--- src/rtl/pdu_lq_seq.sv ---
// pdu_lq_seq: registers one PDU instruction with its logical-qubit target
// bitmap and walks that bitmap itself. Each beat issues up to LANES indices
// in ascending or descending order. The next instruction can be taken on the
// edge of the last beat, so consecutive instructions run without a bubble.
module pdu_lq_seq #(
   parameter int NUM_LQ    = 16,
   parameter int LQADDR_BW = $clog2(NUM_LQ),
   parameter int LANES     = 2,
   parameter int INST_BW   = 8
) (
   input  logic                       clk,
   input  logic                       rst_n,
   input  logic                       in_valid,
   input  logic [NUM_LQ-1:0]          in_lqlist,
   input  logic [INST_BW-1:0]         in_inst,
   input  logic                       in_rev,
   output logic                       in_ready,
   output logic                       out_valid,
   input  logic                       out_ready,
   output logic [LANES*LQADDR_BW-1:0] out_lqidx,
   output logic [LANES-1:0]           out_lqmask,
   output logic [LANES-1:0]           out_evenmask,
   output logic [INST_BW-1:0]         out_inst,
   output logic                       out_last,
   output logic                       zero_drop,
   output logic                       busy
);

   typedef enum logic {IDLE = 1'b0, RUN = 1'b1} state_t;

   state_t                      state;
   state_t                      state_next;
   logic [NUM_LQ-1:0]           lqlist;
   logic [INST_BW-1:0]          inst;
   logic                        rev;

   logic [NUM_LQ-1:0]           remaining;
   logic [LANES*LQADDR_BW-1:0]  lane_idx;
   logic [LANES-1:0]            lane_mask;
   logic                        list_done;
   logic                        accept;
   logic                        beat_fire;
   logic                        in_nonzero;

   // Pick the first LANES set bits of the list in scan order; the bits left
   // over after picking form the list for the next beat.
   always_comb begin
      logic                 found;
      logic [LQADDR_BW-1:0] pick;
      logic [LQADDR_BW-1:0] pos;
      remaining = lqlist;
      lane_idx  = '0;
      lane_mask = '0;
      found     = 1'b0;
      pick      = '0;
      pos       = '0;
      for (int k = 0; k < LANES; k++) begin
         found = 1'b0;
         pick  = '0;
         for (int i = 0; i < NUM_LQ; i++) begin
            pos = rev ? LQADDR_BW'(NUM_LQ - 1 - i) : LQADDR_BW'(i);
            if (!found && remaining[pos]) begin
               found = 1'b1;
               pick  = pos;
            end
         end
         if (found) begin
            remaining[pick]                    = 1'b0;
            lane_idx[k*LQADDR_BW +: LQADDR_BW] = pick;
            lane_mask[k]                       = 1'b1;
         end
      end
      list_done = (remaining == '0);
   end

   // Handshake qualifiers and the gated output view of the current beat.
   always_comb begin
      busy         = (state == RUN);
      out_valid    = busy;
      out_last     = busy & list_done;
      out_lqidx    = busy ? lane_idx : '0;
      out_lqmask   = busy ? lane_mask : '0;
      out_inst     = busy ? inst : '0;
      out_evenmask = '0;
      for (int k = 0; k < LANES; k++) begin
         out_evenmask[k] = out_lqmask[k] & ~out_lqidx[k*LQADDR_BW];
      end
      in_ready   = (state == IDLE) | (busy & list_done & out_ready);
      accept     = in_valid & in_ready;
      beat_fire  = busy & out_ready;
      in_nonzero = (in_lqlist != '0);
   end

   // Next-state logic: an empty list is dropped and never enters RUN.
   always_comb begin
      state_next = state;
      case (state)
         IDLE: begin
            if (accept && in_nonzero) state_next = RUN;
         end
         RUN: begin
            if (beat_fire && list_done) begin
               state_next = (accept && in_nonzero) ? RUN : IDLE;
            end
         end
         default: state_next = IDLE;
      endcase
   end

   // State register.
   always_ff @(posedge clk or negedge rst_n) begin
      if (!rst_n) state <= IDLE;
      else        state <= state_next;
   end

   // Instruction registers: retire issued bits per beat, reload on accept.
   always_ff @(posedge clk or negedge rst_n) begin
      if (!rst_n) begin
         lqlist    <= '0;
         inst      <= '0;
         rev       <= 1'b0;
         zero_drop <= 1'b0;
      end else begin
         zero_drop <= accept & ~in_nonzero;
         if (beat_fire) lqlist <= remaining;
         if (accept && in_nonzero) begin
            lqlist <= in_lqlist;
            inst   <= in_inst;
            rev    <= in_rev;
         end
      end
   end

endmodule
--- config.mk ---
export PLATFORM = sky130hd
export DESIGN_NAME = pdu_lq_seq
export DESIGN_NICKNAME = d
export VERILOG_FILES = /design/src/rtl/pdu_lq_seq.sv
export SDC_FILE = /design/constraint.sdc
export NUM_CORES = 1
export LEC_CHECK = 0
export CORE_MARGIN = 10
export CORE_UTILIZATION = 30
export CTS_BUF_LIST = sky130_fd_sc_hd__clkbuf_8 sky130_fd_sc_hd__clkbuf_16
export CTS_CLUSTER_SIZE = 25
export DETAILED_ROUTE_END_ITERATION = 16
export GPL_TIMING_DRIVEN = 0
export PLACE_DENSITY = 0.45
export SYNTH_ARGS = -nofsm -noshare
export SYNTH_HDL_FRONTEND = slang
export SYNTH_SLANG_ARGS = --single-unit
--- constraint.sdc ---
create_clock -name clk -period 18.9 [get_ports clk]
set_input_delay 3.78 -clock clk [delete_from_list [all_inputs] [get_ports clk]]
set_output_delay 3.78 -clock clk [all_outputs]
set_load 0.1 [all_outputs]
Word level (Yosys, flattened, before mapping) --
Cells that the tools add are included. Widths: inputs -> output; s select.
Cells by class: $lt $le $gt $ge 20, muxes and demuxes 162, bitwise operators 16, reduce and logical (&&, ||, !) cells 67
Operator list (count):
- $mux 4 | 50
- $bmux 1 s4 | 32
- $lt 4x5->1 const B | 18
- $mux 1 | 70
- $mux 16 | 4
- $logic_and 1x1->1 | 34
- $and 16x16->16 | 2
- $not 16->16 | 2
- $logic_not 1->1 | 30
- $logic_not 16->1 | 1
- $mux 8 | 2
- $reduce_bool 16->1 | 1
- $demux 1 s4 | 2
- $ge 4x1->1 const B | 2
- $and 1x1->1 | 7
- $not 1->1 | 4
- $mux 2 | 1
- $pmux 1 s2 | 1
- $reduce_bool 2->1 | 1
- $or 1x1->1 | 1
Storage, ports and cells: flip-flop bits (word level) 27, input bits 29, word-level logic and storage cells 270

Depth between registers and ports, before layout --
Gate-level depths: netlist (run 1).
word-level depth 120, depth in mapped cells 23, gate-level depth less buffers 18

Worst setup path before layout (run 1) --
No wires, ideal clock.
path type register to output, start point reg lqlist[15], end point out out_last, arrival time 8068 ps, data required time 15120 ps, slack 7052 ps, cell stages (with the launch flop) 19, buffers on the path 3, cell sequence dfrtp_1 buf_6 or4b_1 clkbuf_1 a222oi_1 and4_1 o22ai_1 and2_1 buf_4 o41a_1 o41a_1 a211oi_2 nor3_1 o31ai_4 nand2_2 o31a_1 o32ai_1 o311ai_1 nor4_1
On the way: word-level cells in the longest chain between the ends 112
Ends and longest elaborated chain:
- start, declared | line 33 | logic [NUM_LQ-1:0] lqlist;
- start signal, assigned | line 125 | if (beat_fire) lqlist <= remaining;
- start signal, assigned | line 127 | lqlist <= in_lqlist;
- $bmux 1 s4 | line 62 | if (!found && remaining[pos]) begin
- $mux 1 (not written as such) | line 62
- $mux 1 | line 62
- $logic_not 1->1 | line 62
- $logic_and 1x1->1 | line 62
- $mux 1 | line 62
- $logic_not 1->1 | line 62
- $logic_and 1x1->1 | line 62
- [... 96 more ...]
- $logic_and 1x1->1 (not written as such) | line 68 | remaining[pick] = 1'b0;
- $mux 1 (not written as such) | line 68
- $demux 1 s4 | line 68
- $not 16->16 (no source line)
- $and 16x16->16 (no source line)
- $mux 16 (*) | line 67 | if (found) begin
- $logic_not 16->1 (*) | line 73 | list_done = (remaining == '0);
- $and 1x1->1 (*) | line 80 | out_last = busy & list_done;
- end, declared | line 24 | output logic out_last,
Mark *: on every way between the ends. The rest lies on a longest branch, timed or not. The select of a mux whose other input is x is not followed.

Worst setup path after layout (run 1) --
start point reg lqlist[1], end point out in_ready
On the way: word-level cells in the longest chain between the ends 114
Ends and longest elaborated chain:
- $bmux 1 s4 | line 62
- $mux 1 (not written as such) | line 62
- $mux 1 | line 62
- $logic_not 1->1 | line 62
- $logic_and 1x1->1 | line 62
- $mux 1 | line 62
- $logic_not 1->1 | line 62
- $logic_and 1x1->1 | line 62
- [... 97 more ...]
- $mux 1 (not written as such) | line 68
- $demux 1 s4 | line 68
- $not 16->16 (no source line)
- $and 16x16->16 (no source line)
- $mux 16 (*) | line 67
- $logic_not 16->1 (*) | line 73
- $and 1x1->1 (*) (2 in series) | line 88 | in_ready = (state == IDLE) | (busy & list_done & out_ready);
- $or 1x1->1 (*) | line 88
- end, declared | line 17 | output logic in_ready,
Marked as above.

==> impl_metrics.yaml, run 1 <==
status:
  outcome: "finished, final reports clean"
timing:
  hold_viol: 0
  fin_setup_tns_ns: 0
  slew_headroom_pct: 7.62
  maxSlewViolCount: 0
  finalSetupViolations: 0
  post-route-period-util_pct: 66.4
  min_period_ns: 12.55
  fmax_ghz: 0.0797
  rsz0062_at_grt: "false"
  fin_skew_ns: 0.00560
  worst_pin_slew_ns: 1.39
worst_setup_path:
  cp-end-kind: "primary output"
  worst-r2r-cell-count: 21
  cp_slowest_cell: "clkdlybuf4s50_1"
  arrival_ns: 8.77
  cp_max_fo: 10
  start_kind: "register"
  critPathRequiredTime_ns: 15.12
  cp_top_family: "compound AO/OA/AOI/OAI gates"
  cp_common_cell: "nand2_1"
  crit_cells: 19
  path_cells: "clkbuf_1 > or4_1 > buf_2 > a222oi_1 > nand3_2 > o22ai_1 > nand2_1 > buf_6 > o41ai_2 > mux2i_1 > a211oi_1 > nand3_1 > or3_1 > a21oi_2 > nand2_1 > o32ai_1 > o311ai_1 > o41ai_4 > clkdlybuf4s50_1"
  max_stage_delay_ns: 1.22
  crit_buf_inv: 4
  critPathKind: "reg -> out"
global_route:
  grt_pass1_wl_mm: 27.6
  grt_antenna_before_repair: 0
  grt_usage_pct: 18.6
  grt_overflow: 0
  grt_max_degree: 28
  grt_pass1_vias: 4858
clock_tree:
  cts_setup_buffers: 0
  htreeDepth: 1
  clk_pin_slew_ns: 0.07
  hold_buffers: 0
  cts_resized: 0
  clk_latency_ns: 0.27
  clock-root-buffer: "clkbuf_16"
  clk_path_buf_depth: 2
  cts_sinks: 27
  tritoncts: "built"
  cts_buffers: 3
finish:
  fin_nets: 615
  area.sequential_um2: 676
  syn_to_final_growth_pct: 19.8
  multi_input_area_um2: 3230
  n_antenna_cell: 0
  fill_cells: 1406
  drive_gt1_share_pct: 14.2
logic_synthesis:
  synth_compound_area_share_pct: 40.2
  synth_area_per_cell_um2: 7.87
  synth_edf_count: 0
  synth_top_family_by_area: "compound AO/OA/AOI/OAI gates"
  syn_nets: 557
  synth_seq_cells: 27
  synth_xor_area_share_pct: 0
  muxShareOfSynthArea_pct: 10.1
  ys_warn_count: 0
  synth_area_um2: 4150
  synth_cell_type_count: 91
  synthAdderAreaFrac_pct: 0
  synthSimpleGateAreaFrac_pct: 27.3
  synth_async_sr_flop_share_pct: 100
  postSynthCellCount: 528
  synth_ff_type: "dfrtp_1"
  ys_seq_area_share_pct: 16.3
route:
  vias: 4897
  drt_iter0_markers: 596
  drt_first_pass_iters: 5
  routed_via_density: 6.43
  wl_per_cell_um: 23.4
  wirelength_mm: 17.8
  ant_nets: 0
  drc: 0
floorplan:
  coreArea_um2: 13400
  die_w_um: 138
  initial_core_util_pct: 31.0
  rows: 42
  io_pins: 54
  die_h_um: 138
  dieArea_um2: 19000
place:
  dp_hpwl_mm: 14.0
  gp_congestion: 0.973
  io_buffer_count: 53
flow_run:
  maxCapViolCount: 0
worst_hold_path:
  holdPathStages: 1
  hp-class: "reg -> reg"
[sequential cells by signal (all words and copies together) (netlist names)]
name and count:
lqlist 16, zero_drop 1, rev 1, inst 8, busy 1
[cell families after synthesis]
kind of cell	after synthesis
AND/OR/NAND/NOR	208
AO/OA/AOI/OAI	204
buffers and inverters	56
multiplexers	33
flip-flops	27
[layer usage]
| metal | up-vias | track usage [%] | routed length (um) |
|---|---|---|---|
| met5 | - | 0 | 0 |
| met4 | 0 | 7.20 | 666 |
| met3 | 62 | 2.55 | 1190 |
| met2 | 256 | 29.7 | 8070 |
| met1 | 2355 | 24.6 | 7880 |
| li1 | 2224 | - | - |
[worst reg2reg max path, stage by stage (launching register included)]
cell and delay [ns]:
dfrtp_1 0.36, clkbuf_1 0.25, or4_1 0.55, buf_2 0.18, a222oi_1 1.17, nand3_2 0.38, o22ai_1 0.34, nand2_1 0.15
buf_6 0.22, o41ai_2 0.61, mux2i_1 0.31, a211oi_1 0.42, nand3_1 0.27, or3_1 0.47, a21oi_2 0.34, nand2_1 0.21
o32ai_1 0.31, o311ai_1 0.22, o41ai_4 0.51, nand3_4 0.20, buf_6 0.22, mux2_4 0.32
[cell usage after synthesis (all sizes together) (4+ instances only)]
cell | count | area (um^2)
a22o | 5 | 43.8
nand3 | 14 | 87.6
mux2i | 6 | 60.1
dfrtp | 27 | 676
o41a | 6 | 67.6
buf | 13 | 91.3
nand2 | 46 | 175
a22oi | 6 | 45.0
o41ai | 13 | 211
or3b | 5 | 43.8
or4b | 4 | 43.8
a21oi | 24 | 124
or2 | 6 | 37.5
o31ai | 12 | 114
mux2 | 27 | 360
nor2b | 7 | 43.8
inv | 18 | 67.6
o22ai | 7 | 43.8
clkbuf | 24 | 90.1
nor2 | 41 | 154
nor4 | 13 | 87.6
and2 | 16 | 100
a211oi | 5 | 42.5
a21o | 6 | 45.0
or3 | 10 | 62.6
o21ai | 35 | 175
nand4 | 9 | 68.8
a41oi | 8 | 70.1
a31oi | 12 | 75.1
o21a | 6 | 45.0
nor3 | 20 | 105
o32ai | 8 | 77.6
[layout by cell type (no fill, tap or decap), drive strengths merged, types with 7 or more instances in the layout]
master / instances
o21ai: 35
dfrtp: 27
and2: 16
a21oi: 24
clkbuf: 27
or3: 10
o41ai: 13
clkdlybuf4s50: 52
nor2b: 7
a31oi: 12
nand4: 9
o32ai: 8
nor2: 41
nand2: 46
buf: 14
mux2: 27
nor4: 13
nor3: 20
nand3: 14
o22ai: 7
o31ai: 12
a41oi: 8
inv: 19
[final timing paths]
kind                            slack [ns]                    end                  start
worst min register to register        0.50    inst[7]$_DFFE_PN0P_    inst[7]$_DFFE_PN0P_
max in group asynchronous            14.98    inst[1]$_DFFE_PN0P_                  rst_n
min in group asynchronous             3.51    inst[5]$_DFFE_PN0P_                  rst_n
worst max-delay path                  6.35               in_ready  lqlist[1]$_DFFE_PN0P_
worst max register to register       10.76  lqlist[8]$_DFFE_PN0P_  lqlist[1]$_DFFE_PN0P_
worst min-delay path                  0.50    inst[7]$_DFFE_PN0P_    inst[7]$_DFFE_PN0P_
[per-stage QoR]
stage                     area [um^2]  setup WS (ns)  util, %  hold slack, ns  std cells
after detailed placement         4900           6.83     36.6           0.490        757
after global placement           4900           6.77     36.6           0.482        757
after global routing             4980           5.90     37.2           0.523        761
after CTS                        4980           6.50     37.2           0.508        761
after floorplan                  4150           7.05        -           0.471        528
final                            4980           6.35     37.2           0.504        761
[layout make-up]
class	count	area share, %
flip-flops and latches	27	13.6
clock inverters	1	0.0754
multi-input cells	445	64.8
clock buffers	3	1.51
plain buffers	37	3.64
repair buffers	53	10.6
well taps	176	4.42
inverters	19	1.43
Power of run 1 is not shown: default switching activity piles up to over one toggle a cycle in this logic, so the estimate is an artifact.
==> run 2, diff against run 1 <==
Clock period 18.9 ns to 12.6 ns, I/O delays scaled along.
==> results of run 2 <==
Same layout as run 1 (identical final DEF). Status: finished, final reports clean.
Main changes from that run: setup slack after placement 6.83 ns -> 1.79 ns; setup slack after layout 6.35 ns -> 1.31 ns; register-to-register setup slack 10.76 ns -> 4.46 ns
Power of run 2 is left out for the same reason.
==> run 3, diff against run 2 <==
Clock period 12.6 ns to 11.1 ns, I/O delays scaled along.
==> impl_metrics.yaml, run 3 (synthesis results as in run 1) <==
worst_hold_path:
  holdPathStages: 1
  hp-class: "reg -> reg"
  min_from: "inst[7]$_DFFE_PN0P_"
  hold_end: "inst[7]$_DFFE_PN0P_"
finish:
  reg_top3: "lqlist (16), inst (8)"
  syn_to_final_growth_pct: 20.4
  top_register: "lqlist"
  final_cell_mix: "clkdlybuf4s50_1, nand2_1, nor2_1"
  final_cells: 764
  fin_nets: 618
  drive_gt1_share_pct: 14.6
  largest_reg_flops: 16
  n_antenna_cell: 0
  final_common_cell: "clkdlybuf4s50_1"
timing:
  rsz0062_at_grt: "false"
  slew_headroom_pct: 26.8
  post-route-period-util_pct: 94.8
  worst_pin_slew_ns: 1.09
  maxSlewViolCount: 0
  min_period_ns: 10.52
  fmax_ghz: 0.0950
  fin_setup_tns_ns: 0
  finalSetupViolations: 0
  hold_viol: 0
  fin_skew_ns: 0.00602
  fin_ws_ns: 0.577
clock_tree:
  clk_latency_ns: 0.27
  clk_pin_slew_ns: 0.07
  cts_sinks: 27
  cts_buffers: 3
  clock-root-buffer: "clkbuf_16"
  tritoncts: "built"
  clk_path_buf_depth: 2
  htreeDepth: 1
  hold_buffers: 0
  cts_resized: 0
  cts_setup_buffers: 0
floorplan:
  coreArea_um2: 13400
  die_h_um: 138
  die_w_um: 138
  io_pins: 54
  initial_core_util_pct: 31.0
  dieArea_um2: 19000
  rows: 42
place:
  post-place-ws_ns: 0.592
  dp.cells: 757
  gp_congestion: 0.973
  dp_hpwl_mm: 14.0
  io_buffer_count: 53
worst_setup_path:
  rrSetupSlack_ns: 3.42
  rr_startpoint: "lqlist[1]$_DFFE_PN0P_"
  cp-end-kind: "primary output"
  arrival_ns: 8.30
  critPathKind: "reg -> out"
  worst-r2r-cell-count: 20
  critPathRequiredTime_ns: 8.88
  r2r_end: "lqlist[8]$_DFFE_PN0P_"
  start_kind: "register"
  cp_max_fo: 9
route:
  drt_iter0_markers: 572
  drc: 0
  ant_nets: 0
  wl_per_cell_um: 23.2
  wirelength_mm: 17.7
  drt_first_pass_iters: 6
  routed_via_density: 6.35
  vias: 4855
global_route:
  grt_pass1_vias: 4858
  grt_pass1_wl_mm: 27.6
  grt_max_degree: 28
  grt_usage_pct: 18.6
  grt_antenna_before_repair: 0
  grt_overflow: 0
status:
  outcome: "finished, final reports clean"
flow_run:
  maxCapViolCount: 0
run 3: area by class of cell:
cell class	instances	area [um^2]
Fill cell	1407	8400
Multi-Input combinational cell	445	3230
Sequential cell	27	676
Timing Repair Buffer	56	548
Tap cell	176	220
Buffer	37	181
Clock buffer	3	75.1
Inverter	19	71.3
Clock inverter	1	3.75
run 3: critical path, cell delays in order, from the launching register on:
cell and delay [ns]:
dfrtp_1 0.36, clkbuf_1 0.25, or4_1 0.55, buf_2 0.18, a22oi_1 0.49, nand2_1 0.32
o21ai_0 0.49, a21oi_1 0.30, o41ai_2 0.90, nand4_1 0.20, a211oi_1 0.44, nand3_1 0.26
or3_1 0.47, a21oi_2 0.32, nand2_1 0.20, o32ai_1 0.32, o311ai_1 0.23, o41ai_4 0.51
clkdlybuf4s50_1 1.22
run 3: how the worst max path moves through the flow:
stage                     cells after the start                   start       end  slack [ns]
after floorplan                              18  lqlist[15]$_DFFE_PN0P_  out_last        0.81
after global placement                       20   lqlist[1]$_DFFE_PN0P_  in_ready        0.53
after detailed placement                     19   lqlist[1]$_DFFE_PN0P_  in_ready        0.59
after CTS                                    19   lqlist[1]$_DFFE_PN0P_  in_ready        0.26
after global routing                         18   lqlist[1]$_DFFE_PN0P_  in_ready        0.18
final                                        18   lqlist[1]$_DFFE_PN0P_  in_ready        0.58
run 3: stage by stage:
stage                     hold slack, ns  instance area (um^2)  utilization [%]
after floorplan                    0.471                  4150                -
after global placement             0.482                  4900             36.6
after detailed placement           0.490                  4900             36.6
after CTS                          0.508                  4980             37.2
after global routing               0.523                  5000             37.3
final                              0.502                  5000             37.3
run 3: per-layer routing:
layer	vias to the layer above	GRT usage (%)	share of wire [%]
met5	-	0	0
met3	53	2.55	5.7
met2	224	29.7	46
li1	2234	-	-
met4	0	7.20	3.5
met1	2344	24.6	45
Power of run 3 is left out for the same reason.
